### config.mk
export PLATFORM = sky130hd
export DESIGN_NAME = universal_shift_reg_burst
export DESIGN_NICKNAME = d
export VERILOG_FILES = /design/src/rtl/universal_shift_reg_burst.sv
export SDC_FILE = /design/constraint.sdc
export NUM_CORES = 1
export LEC_CHECK = 0
export ABC_CLOCK_PERIOD_IN_PS = 2420
export CAP_MARGIN = 15
export CORE_AREA = 2 2 68 70
export DETAILED_ROUTE_END_ITERATION = 8
export DIE_AREA = 0 0 70 72
export HOLD_SLACK_MARGIN = 0.15
export SYNTH_ARGS = -nofsm -noshare
export SYNTH_HDL_FRONTEND = slang
export SYNTH_SLANG_ARGS = --single-unit
### constraint.sdc
create_clock -name clk -period 2.42 [get_ports clk]
set_input_delay 0.484 -clock clk [delete_from_list [all_inputs] [get_ports clk]]
set_output_delay 0.484 -clock clk [all_outputs]
set_load 0.03 [all_outputs]
### src/rtl/universal_shift_reg_burst.sv
// Universal shift register with burst engine.
// A command accepted in IDLE either acts immediately (hold, load, clear) or
// starts a burst of single-bit shift/rotate steps executed one per cycle in RUN.
// The done flag pulses for one cycle when a command completes. cmd_ready is
// high during that cycle, so commands can be issued back-to-back.
module universal_shift_reg_burst #(
   parameter int WIDTH = 8,
   parameter int CNT_W = 4
) (
   input  logic             clk,
   input  logic             rst,
   input  logic             cmd_valid,
   output logic             cmd_ready,
   input  logic [2:0]       cmd_mode,
   input  logic [CNT_W-1:0] cmd_count,
   input  logic [WIDTH-1:0] data_in,
   input  logic             msb_in,
   input  logic             lsb_in,
   output logic [WIDTH-1:0] data_out,
   output logic             msb_out,
   output logic             lsb_out,
   output logic             busy,
   output logic             done
);

   localparam logic [0:0] S_IDLE = 1'b0;
   localparam logic [0:0] S_RUN  = 1'b1;

   localparam logic [2:0] M_HOLD  = 3'b000;
   localparam logic [2:0] M_SHR   = 3'b001;
   localparam logic [2:0] M_SHL   = 3'b010;
   localparam logic [2:0] M_LOAD  = 3'b011;
   localparam logic [2:0] M_ROR   = 3'b100;
   localparam logic [2:0] M_ROL   = 3'b101;
   localparam logic [2:0] M_ASR   = 3'b110;
   localparam logic [2:0] M_CLEAR = 3'b111;

   localparam logic [CNT_W-1:0] CNT_ONE = CNT_W'(1);

   logic [0:0]       state;
   logic [CNT_W-1:0] remaining;
   logic [2:0]       mode_q;
   logic [WIDTH-1:0] data_q;
   logic             done_q;

   // One single-bit step of a step mode; non-step modes leave the value alone.
   function automatic logic [WIDTH-1:0] step_val(
      input logic [2:0]       mode,
      input logic [WIDTH-1:0] d,
      input logic             s_msb,
      input logic             s_lsb
   );
      logic [WIDTH-1:0] r;
      r = d;
      case (mode)
         M_SHR:   r = {s_msb, d[WIDTH-1:1]};
         M_SHL:   r = {d[WIDTH-2:0], s_lsb};
         M_ROR:   r = {d[0], d[WIDTH-1:1]};
         M_ROL:   r = {d[WIDTH-2:0], d[WIDTH-1]};
         M_ASR:   r = {d[WIDTH-1], d[WIDTH-1:1]};
         default: r = d;
      endcase
      return r;
   endfunction

   // Command acceptance, burst stepping and completion pulse.
   always_ff @(posedge clk) begin
      if (!rst) begin
         state     <= S_IDLE;
         remaining <= '0;
         mode_q    <= M_HOLD;
         data_q    <= '0;
         done_q    <= 1'b0;
      end else begin
         done_q <= 1'b0;
         case (state)
            S_IDLE: begin
               if (cmd_valid) begin
                  case (cmd_mode)
                     M_HOLD: begin
                        done_q <= 1'b1;
                     end
                     M_LOAD: begin
                        data_q <= data_in;
                        done_q <= 1'b1;
                     end
                     M_CLEAR: begin
                        data_q <= '0;
                        done_q <= 1'b1;
                     end
                     default: begin
                        // A zero-length burst completes without touching the data.
                        if (cmd_count == '0) begin
                           done_q <= 1'b1;
                        end else begin
                           mode_q    <= cmd_mode;
                           remaining <= cmd_count;
                           state     <= S_RUN;
                        end
                     end
                  endcase
               end
            end
            default: begin
               data_q    <= step_val(mode_q, data_q, msb_in, lsb_in);
               remaining <= remaining - CNT_ONE;
               if (remaining == CNT_ONE) begin
                  state  <= S_IDLE;
                  done_q <= 1'b1;
               end
            end
         endcase
      end
   end

   assign cmd_ready = (state == S_IDLE);
   assign busy      = (state == S_RUN);
   assign done      = done_q;
   assign data_out  = data_q;
   assign msb_out   = data_q[WIDTH-1];
   assign lsb_out   = data_q[0];

endmodule

==> After elaboration in Yosys (flattened, before gate mapping) <==
Index checks and enable logic that the tools add are counted.
{ "word_totals": {"regBits": 17, "ram_bits": 0, "out_inout_bits": 13, "rom_bits": 0, "latchBits": 0, "elab_cells": 50, "mem_count": 0, "input_bits": 20} }
{ "classes": {"n_mul": 0, "add_sub_neg": 1, "div": 0, "shifts": 0, "reduce_logical": 9, "order_cmp": 0, "n_mux": 18, "n_eq_ne": 13, "bitwise_logic": 3} }
{ "ops": {"columns": ["op", "count"], "rows": [
  ["8-bit case mux with 5 select lines", 1],
  ["4-bit 2-to-1 mux", 4],
  ["8-bit 2-to-1 mux", 2],
  ["8-bit case mux with 2 select lines", 1],
  ["3-bit == test, second input constant", 4],
  ["1-bit 2-to-1 mux", 10],
  ["4-bit AND reduction", 2],
  ["3-bit by 2-bit == test with 1-bit output, second input constant", 2],
  ["6-bit by 1-bit != test with 1-bit output, second input constant", 1],
  ["3-bit AND reduction", 2],
  ["5-bit by 1-bit != test with 1-bit output, second input constant", 1],
  ["4-bit by 1-bit == test with 1-bit output, second input constant", 1],
  ["4-bit logical NOT", 1],
  ["2-bit != test, second input constant", 2],
  ["4-bit by 1-bit subtractor with 4-bit output, second input constant", 1],
  ["3-bit by 1-bit == test with 1-bit output, second input constant", 1],
  ["3-bit logical NOT", 1],
  ["1-bit NOT", 3],
  ["3-bit nonzero test", 1],
  ["3-bit OR reduction", 1],
  ["2-bit by 1-bit != test with 1-bit output, second input constant", 1],
  ["2-bit nonzero test", 1]
]} }

==> Depth between registers and ports, before layout <==
Gate-level depths: netlist of run 1.
{ "depth": {"ltp_word": 5, "depth_mapped": 6, "ltp_nobuf": 5} }

==> Worst setup path after synthesis of run 1 <==
Ideal clock, no wire load.
{ "synth_path": {"path_type": "input -> register", "start": "input cmd_valid", "end": "register remaining[3]", "arrival_time_ns": 1.462, "t_required_ns": 2.305, "n_path_buf": 0, "cell_stages": 4, "slack_ns": 0.842, "setup_time_ns": 0.115, "path_cell_list": "a21bo_1 > or3_4 > a221o_1 > and3_1"} }
{ "synth_between": {"elab_chain_cells": 2} }
{ "synth_lines": {"columns": ["element", "line", "rtl"], "rows": [
  ["from (decl)", "12", "input logic cmd_valid,"],
  ["2-bit nonzero test (no source line)", null, null],
  ["3-bit AND reduction (no source line)", null, null],
  ["to (signal assigned)", "97", "remaining <= cmd_count;"],
  ["to (signal assigned)", "106", "remaining <= remaining - CNT_ONE;"],
  ["to (decl)", "41", "logic [CNT_W-1:0] remaining;"]
]} }
Every way passes these cells.
A chain may end at the register's enable or synchronous reset.

==> Final worst setup path of run 1 <==
{ "layout_path": {"start": "register state, in the netlist busy", "end": "output cmd_ready"} }
{ "layout_between": {"elab_chain_cells": 1} }
{ "layout_lines": {"columns": ["element", "line", "rtl"], "rows": [
  ["from (decl)", "40", "logic [0:0] state;"],
  ["from (signal assigned)", "69", "state <= S_IDLE;"],
  ["from (signal assigned)", "98", "state <= S_RUN;"],
  ["from (signal assigned)", "108", "state <= S_IDLE;"],
  ["1-bit NOT (no source line)", null, null],
  ["to (decl)", "13", "output logic cmd_ready,"]
]} }
Every way passes these cells.

==> key figures, run 1 <==
Clock network
  – Setup bufs post-CTS: 0
  – H-tree depth: 1
  – Worst skew pair latency: 0.25 ns
  – Clk slew on worst S/H paths: 0.07 ns
  – # hold bufs at CTS: 0
  – CTS tree: yes
  – CTS sink count: 17
  – Resize count post-CTS: 0
  – TritonCTS buffer count: 3
  – CTS Buffer Depth: 2
  – CTS root buffer: clkbuf_8

Synthesis
  – Ranking of synthesized cells by area: dfxtp_1 33%, nand2_1 8.7%, mux2_2 5.4%
  – Cell count after synthesis: 128
  – Synth unique cells: between 40 and 50
  – Synthesized area per cell: between 8 and 9 µm²
  – Register bit total from synthesis: 17
  – Share of flip-flops with an asynchronous set or reset: 0%
  – Prevailing post-synth register cell: dfxtp_1
  – Synth top area share: 32.7%
  – Top cell type by total area after synthesis: dfxtp_1
  – Syn Nets: 150
  – Post-synth EDFFs: 0
  – Synth cell count leaders: 24 x nand2_1, 17 x dfxtp_1, 11 x o21ai_0, 8 x nand3_1
  – Mapped Area: 1040 µm²
  – Warning count from the yosys run: 0
  – Most instantiated library cell after synthesis: nand2_1
  – Sequential fraction of the synthesis area: between 30% and 40%

Cells and area
  – Ratio of cells with drive above 1 in the final layout: between 10% and 20%
  – Multi-input logic area: around 630 µm²
  – Final core occ: between 30% and 40%
  – Register Area: 340 µm²
  – Ant diodes: 0
  – Final nets: around 180
  – Area growth, synth to finish: 37.6%
  – Fillcell total: between 400 and 500

Power
  – Clk pwr share: 27.1%
  – Net Sw Frac: a little under a third
  – Sequential fraction of design power: around 42%
  – Final Total Pwr: 791 µW
  – Psw: 251 µW
  – Peak VDD IR: between 0.15 and 0.2 mV
  – Internal power component: roughly 540 µW
  – PD cells: around 550 nW/µm²
  – Leakage power: ~0.51 nW
  – Logic pwr share: ~31%

Detailed routing
  – Vias: approximately 1000
  – # DRC: 0
  – DR iter-0 viols: 99
  – Vias per cell: about 5
  – Drt total wl: about 2700 µm
  – Post-DR wirelength/cell: roughly 13 µm
  – Drt pass-1 iters: 5
  – Final ANT Viol Nets: 0

Critical path
  – Crit path launch: busy
  – Worst Setup End Kind: output pin
  – WP data arrival: between 1 and 1.5 ns
  – R2r startpoint: busy
  – Worst setup SP type: flop
  – CP Max Fanout: 5
  – CP Data Required Time: slightly below 2 ns
  – Setup CP Type: flop to output pin

Timing
  – Setup Skew: ~0.0025 ns
  – Hold WS: approximately 0.53 ns
  – Final setup violating endpoints: 0
  – Final slew viol count: 0
  – Final Cycle Share: between 70 and 80%
  – Hold Vio Cnt, Final: 0
  – Fmax: ~520 MHz
  – Slew headroom: 50.8%
  – Tmin final: 1.93 ns
  – Setup_tns: 0 ns
  – Unrepaired setup endpoints after global routing: false
  – Worst Tran Pin Value: ~0.73 ns

Global routing
  – Pin count of the biggest net entering global routing: 24
  – Initial antenna violation count: 0
  – First-pass GRT wire length: 4260 µm
  – GR Util All Layers: 10.5%
  – GR Overflow Total: 0
  – Vias in the first global route: roughly 930

Placement
  – Placer congestion estimate: 0.762
  – # port buffers: 32
  – HPWL after DPL: 1920 µm

Hold path
  – Hold Startpoint: data_out[0]
  – Hold Path Class: flop to flop

Flow run
  – Max-cap violation count: 0

Floorplanning
  – Core area: about 4300 µm²
  – Io pins: 33
  – Chip width: around 70 µm
  – Die Footprint: between 5000 and 6000 µm²
  – Floorplan row count: 24
  – Initial Utilization: 24.4%
  – Chip height: just over 70 µm

Outcome
  – Status: finished clean
## sequential cells by signal, summed over array words and instances (netlist names)
| name | cells |
|---|---|
| data_out | 8 |
| busy | 1 |
| done | 1 |
| remaining | 4 |
| mode_q | 3 |
## layout by cell type, fill, tap and decap left out, types with 3 or more instances in the layout
cell / n
a31oi_1: 5
a21oi_1: 4
dfxtp_1: 17
nor2_1: 4
inv_1: 4
nor4_1: 3
nand3_1: 8
clkbuf_8: 3
mux2_2: 5
nand2_1: 24
o21ai_0: 11
clkdlybuf4s50_1: 32
## power by group through the flow
stage                     Sequential, mW  Clock (mW)  Combinational (mW)
final                              0.334       0.214               0.243
after global routing               0.338       0.235               0.264
after CTS                          0.334       0.220               0.244
after detailed placement           0.339           0               0.243
after floorplan                    0.362           0               0.127
after global placement             0.340           0               0.243
## worst paths after layout
kind | slack, ns | cells past startpoint | to
worst max-delay path | 0.49 | 2 | cmd_ready
worst max register to register | 0.77 | 5 | data_out[2]
worst min-delay path | 0.53 | 2 | data_out[0]
worst min register to register | 0.53 | 2 | data_out[0]
## cell type report
type | instances | area share (%)
Multi-Input combinational cell | 99 | 44.1
Sequential cell | 17 | 23.8
Timing Repair Buffer | 34 | 23.4
Tap cell | 52 | 4.54
Clock buffer | 4 | 3.14
Inverter | 4 | 1.05
## metal layers
metal  wire [µm]  global-route usage, %  vias to the layer above
met5           0                      0                        -
met4          26                   3.85                        0
met3         165                   3.33                        4
met2        1260                   16.4                       26
met1        1240                   13.6                      483
li1            -                      -                      527
## worst max-delay path: stages, from the launching register on
cell and delay (ns):
dfxtp_1 0.32, inv_1 0.17, clkdlybuf4s50_1 0.71
## cells by family (layout without fill, tap and decap cells)
| family | Yosys count | in the layout | synth area share, % |
|---|---|---|---|
| compound gates | 39 | 39 | 25.7 |
| xor+xnor | 2 | 2 | 1.68 |
| fa+ha+maj | 2 | 2 | 2.40 |
| buf+inv | 12 | 42 | 6.61 |
| flops | 17 | 17 | 32.7 |
| mux | 6 | 6 | 6.37 |
| simple gates | 50 | 50 | 24.5 |
## stage by stage
step	setup WS [ns]	std cells	area, µm²
final	0.487	210	1430
after CTS	0.475	210	1430
after global placement	0.269	206	1390
after floorplan	0.842	128	1040
after global routing	0.342	210	1430
after detailed placement	0.247	206	1390
No activity file was read; power rests on OpenSTA's default activity.
==> run 2, diff against run 1 <==
--- a/config.mk
+++ b/config.mk
@@ -5,7 +5,7 @@
 export SDC_FILE = /design/constraint.sdc
 export NUM_CORES = 1
 export LEC_CHECK = 0
-export ABC_CLOCK_PERIOD_IN_PS = 2420
+export ABC_CLOCK_PERIOD_IN_PS = 1600
 export CAP_MARGIN = 15
 export CORE_AREA = 2 2 68 70
 export DETAILED_ROUTE_END_ITERATION = 8
==> constraint.sdc (replaced) <==
create_clock -name clk -period 1.6 [get_ports clk]
set_input_delay 0.32 -clock clk [delete_from_list [all_inputs] [get_ports clk]]
set_output_delay 0.32 -clock clk [all_outputs]
set_load 0.03 [all_outputs]
==> run 2 against run 1 <==
Against the previous run:
- global-route usage increased by 0.82 points
- design area increased by 10%
- setup slack got worse by 0.44 ns
- die area unchanged
- final cell count increased by 7.1%
- critical path depth increased by 3
- count of clock-buffer cells in the layout unchanged
- register-to-register slack got worse by 0.65 ns
- clock power increased by 53%
- via count increased by 3.8%
- sequential power increased by 52%
- first-iteration DRC count decreased by 55%
- critical path type is now primary input to flop
- critical endpoint is now remaining[3]
- largest cell class unchanged
- highest routed layer unchanged
==> key figures, run 2 (synthesized netlist as in run 1, its figures left out) <==
Timing
  – Tmin final: 1.56 ns
  – Worst Tran Pin Value: 0.434 ns
  – Final slew viol count: 0
  – Hold Vio Cnt, Final: 0
  – Slew headroom: 70.9%
  – Final Cycle Share: about 97%
  – Final setup violating endpoints: 0
  – Setup Skew: ~0.0019 ns
  – Final Worst Setup Slack: between 0.04 and 0.05 ns
  – Fmax: 642 MHz
  – Unrepaired setup endpoints after global routing: false

Floorplanning
  – Chip width: about 70 µm
  – Floorplan row count: 24
  – Chip height: around 72 µm
  – Initial Utilization: roughly 24%
  – Die Footprint: slightly above 5000 µm²
  – Io pins: 33
  – Core area: 4260 µm²

Clock network
  – TritonCTS buffer count: 3
  – CTS Buffer Depth: 2
  – Worst skew pair latency: ~0.25 ns
  – CTS tree: yes
  – CTS root buffer: clkbuf_8
  – CTS sink count: 17
  – Clk slew on worst S/H paths: around 0.07 ns
  – H-tree depth: 1
  – # hold bufs at CTS: 0

Placement
  – # port buffers: 32
  – Inst Count DP: 220
  – Post-Place Setup Slack: -0.360 ns
  – HPWL after DPL: around 2100 µm
  – Placer congestion estimate: 0.795

Detailed routing
  – Vias per cell: 4.80
  – Final ANT Viol Nets: 0
  – Drt pass-1 iters: 4
  – DR iter-0 viols: 45
  – # DRC: 0
  – Drt total wl: 2810 µm
  – Post-DR wirelength/cell: about 12 µm
  – Vias: 1080

Cells and area
  – Max reg flops: 8
  – Most frequent cells in the layout: 24 x nand2_1, 18 x dlygate4sd2_1, 17 x buf_4
  – Ant diodes: 0
  – Most common cell after layout, fill and taps aside: nand2_1
  – Ratio of cells with drive above 1 in the final layout: a little under a quarter
  – Final nets: about 200
  – Final std cells w/o fill: approximately 230
  – Area growth, synth to finish: 51.6%
  – Multi-input logic area: roughly 670 µm²
  – Final core occ: 37.0%
  – Fillcell total: 444
  – Register Area: 342 µm²

Critical path
  – Worst Path Buf+Inv: 1
  – Slowest-stage cell, CP: or3_4
  – Worst path cell trace: dlygate4sd2_1, a21bo_1, or3_4, a221o_1, and3_1
  – WP data arrival: roughly 1.7 ns
  – Largest stage delay on the critical path: 0.40 ns
  – Worst setup SP type: primary input
  – CP Max Fanout: 4
  – R2r setup slk: roughly 0.12 ns
  – Top Family by Delay on Critical Path: simple AND/OR/NAND/NOR gates
  – Worst Setup End Kind: flop
  – FF-to-FF path depth: 4
  – Setup CP Type: primary input to flop
  – R2r startpoint: mode_q[2]
  – RR Endpoint: data_out[3]
  – CP Data Required Time: between 1.5 and 2 ns

Hold path
  – Worst Hold End: mode_q[1]
  – Hold Path Class: flop to flop
  – Hold Startpoint: mode_q[1]
  – WHS Path Cells: 2

Global routing
  – Vias in the first global route: between 1000 and 1500
  – GR Overflow Total: 0
  – Initial antenna violation count: 0
  – First-pass GRT wire length: between 4000 and 5000 µm
  – GR Util All Layers: 11.3%
  – Pin count of the biggest net entering global routing: 22

Outcome
  – Status: finished clean

Power
  – Final Total Pwr: roughly 1.2 mW
  – PD cells: between 700 and 800 nW/µm²
  – Leakage power: 0.657 nW
  – Peak VDD IR: 0.315 mV

Flow run
  – Max-cap violation count: 0
[run 2: per-stage QoR]
stage                     TNS, ns  hold WS [ns]  cell area, µm²
after detailed placement    -4.40         0.529            1500
after CTS                       0         0.539            1550
after global placement      -4.23         0.519            1500
final                           0         0.519            1580
after global routing            0         0.546            1580
after floorplan                 0         0.450            1040
[run 2: layout make-up]
type	instances	area share (%)
clock buffer	4	2.85
sequential	17	21.6
multi-input combinational	99	42.7
tap	52	4.12
inverter	4	0.952
timing repair buffer	49	27.8
[run 2: worst reg2reg max path, stage by stage (launching register included)]
cell,delay [ns]
dfxtp_1,0.39
or3_1,0.44
a31o_4,0.31
o21ai_0,0.17
a31oi_1,0.06
[run 2: power breakdown]
group          leakage [nW]  switching (mW)  internal, mW
logic                 0.494           0.200         0.190
registers             0.140          0.0445         0.463
clock network        0.0228           0.150         0.177
[run 2: layer usage]
metal | global-route usage, % | routed length [µm]
met1 | 15.0 | 1360
met2 | 17.7 | 1270
met3 | 2.78 | 157
met4 | 4.49 | 20
met5 | 0 | 0
[run 2: timing repair]
action                     4_1_cts  5_1_grt
pin swaps                        2        0
gates resized for setup         20        9
buffers inserted                 1        0
setup endpoints to repair       18       10
[run 2: worst max path at each step]
stage	slack [ns]	depth (start not counted)	startpoint	endpoint
after global routing	0.01	5	cmd_mode[0]	remaining[3]
after CTS	0.003	1	data_out[3]	data_out[3]
final	0.04	5	cmd_mode[0]	remaining[3]
after global placement	-0.34	5	cmd_mode[1]	remaining[3]
after floorplan	0.15	5	busy	data_out[6]
after detailed placement	-0.36	5	cmd_mode[1]	remaining[3]
==> run 3, diff against run 2 <==
--- a/config.mk
+++ b/config.mk
@@ -11,6 +11,7 @@
 export DETAILED_ROUTE_END_ITERATION = 8
 export DIE_AREA = 0 0 70 72
 export HOLD_SLACK_MARGIN = 0.15
+export SKIP_CTS_REPAIR_TIMING = 1
 export SYNTH_ARGS = -nofsm -noshare
 export SYNTH_HDL_FRONTEND = slang
 export SYNTH_SLANG_ARGS = --single-unit
==> constraint.sdc (replaced) <==
create_clock -name clk -period 1.6 [get_ports clk]
set_input_delay 0.24 -clock clk [delete_from_list [all_inputs] [get_ports clk]]
set_output_delay 0.24 -clock clk [all_outputs]
set_load 0.03 [all_outputs]
==> run 3 against run 2 <==
Against the previous run:
- global-route usage rose by 0.40 points
- fmax increased by 1.3%
- clock power rose by 2%
- non-clock buffer count grew 1
- register-to-register slack is essentially flat
- combinational power is 5% higher
- critical path type unchanged
- highest routed layer unchanged
==> key figures, run 3 (synthesized netlist as in run 1, its figures left out) <==
Global routing
  – First-pass GRT wire length: 4860 µm
  – Pin count of the biggest net entering global routing: 15
  – GR Util All Layers: around an eighth
  – Vias in the first global route: around 1000
  – Initial antenna violation count: 0
  – GR Overflow Total: 0

Power
  – Leakage power: 0.737 nW
  – Sequential fraction of design power: between 40% and 50%
  – Psw: approximately 400 µW
  – Logic pwr share: between 30% and 40%
  – Internal power component: about 850 µW
  – Peak VDD IR: ~0.25 mV
  – Net Sw Frac: roughly a third
  – PD cells: 770 nW/µm²
  – Clk pwr share: 26.6%

Hold path
  – Hold Path Class: primary input to flop

Timing
  – Setup_tns: 0 ns
  – Unrepaired setup endpoints after global routing: false
  – Final Worst Setup Slack: 0.0621 ns
  – Worst Tran Pin Value: ~0.45 ns
  – Final setup violating endpoints: 0
  – Slew headroom: between 60 and 70%
  – Hold Vio Cnt, Final: 0
  – Final slew viol count: 0
  – Fmax: around 650 MHz
  – Setup Skew: ~0.0034 ns
  – Final Cycle Share: 96.1%
  – Tmin final: around 1.5 ns

Placement
  – Area after DPL: around 1500 µm²
  – Placer congestion estimate: approximately 0.8
  – Inst Count DP: approximately 220
  – HPWL after DPL: between 2000 and 2500 µm
  – # port buffers: 32
  – Post-Place Setup Slack: -0.295 ns

Clock network
  – CTS Buffer Depth: 2
  – CTS root buffer: clkbuf_8
  – TritonCTS buffer count: 3
  – H-tree depth: 1
  – Clk slew on worst S/H paths: 0.07 ns
  – CTS tree: yes
  – Worst skew pair latency: ~0.26 ns
  – CTS sink count: 17

Floorplanning
  – Io pins: 33
  – Chip width: around 70 µm
  – Chip height: between 70 and 80 µm
  – Floorplan row count: 24
  – Initial Utilization: 24.4%
  – Die Footprint: roughly 5000 µm²
  – Core area: approximately 4300 µm²

Detailed routing
  – Vias per cell: between 4 and 5
  – DR iter-0 viols: between 60 and 70
  – # DRC: 0
  – Vias: 1079
  – Final ANT Viol Nets: 0
  – Post-DR wirelength/cell: 12.4 µm
  – Drt total wl: ~2800 µm
  – Drt pass-1 iters: 4

Cells and area
  – Ant diodes: 0
  – Final std cells w/o fill: roughly 230
  – Max reg flops: 8
  – Final core occ: 38.0%
  – Most frequent cells in the layout: 24 x nand2_1, 20 x clkdlybuf4s50_1, 19 x buf_4
  – Area growth, synth to finish: 55.6%
  – Final nets: a little under 200
  – Ratio of cells with drive above 1 in the final layout: 23.6%
  – Most common cell after layout, fill and taps aside: nand2_1
  – Finished Cell Area: ~1600 µm²

Critical path
  – WP data arrival: between 1.5 and 2 ns
  – Worst Setup End Kind: flop
  – Worst setup SP type: primary input
  – CP Max Fanout: 4
  – Setup CP Type: primary input to flop
  – CP Data Required Time: roughly 1.8 ns

Flow run
  – Max-cap violation count: 0

Outcome
  – Status: finished clean
run 3: critical path: stages:
cell and delay (ns):
clkdlybuf4s50_1 0.52, nor4_2 0.08, or3_4 0.41, a221o_1 0.29
and3_1 0.16
run 3: path summary, 6_finish.rpt:
check,end,cells after the start,start,slack [ns]
worst max register to register,data_out[2],4,mode_q[2],0.12
worst min register to register,mode_q[1],2,mode_q[1],0.52
worst max-delay path,remaining[3],5,cmd_count[3],0.06
worst min-delay path,mode_q[2],4,cmd_mode[2],0.45
run 3: layout make-up:
type / instances / area, µm²
Sequential cell: 17 / 342
Fill cell: 458 / 2640
Clock buffer: 4 / 45.0
Tap cell: 52 / 65.1
Timing Repair Buffer: 50 / 480
Multi-Input combinational cell: 99 / 673
Inverter: 4 / 15.0
run 3: routing by layer:
metal	wire (µm)	GRT usage, %	vias up	share of wire, %
li1	-	-	562	-
met4	48	5.77	0	1.7
met2	1240	18.2	21	44
met5	0	0	-	0
met1	1400	15.6	491	50
met3	115	2.22	5	4.1
run 3: stage by stage:
| step | hold slack [ns] | power, mW |
|---|---|---|
| CTS | 0.541 | 1.25 |
| floorplan | 0.370 | 0.739 |
| global route | 0.503 | 1.32 |
| detailed placement | 0.528 | 0.915 |
| global placement | 0.519 | 0.916 |
| finish | 0.452 | 1.25 |
run 3: power groups by stage:
stage          sequential, mW  clock [mW]  combinational, mW
2_1_floorplan           0.547           0              0.192
3_3_place_gp            0.515           0              0.401
3_5_place_dp            0.516           0              0.399
4_1_cts                 0.506       0.342              0.401
5_1_grt                 0.515       0.359              0.450
6_report                0.507       0.332              0.409
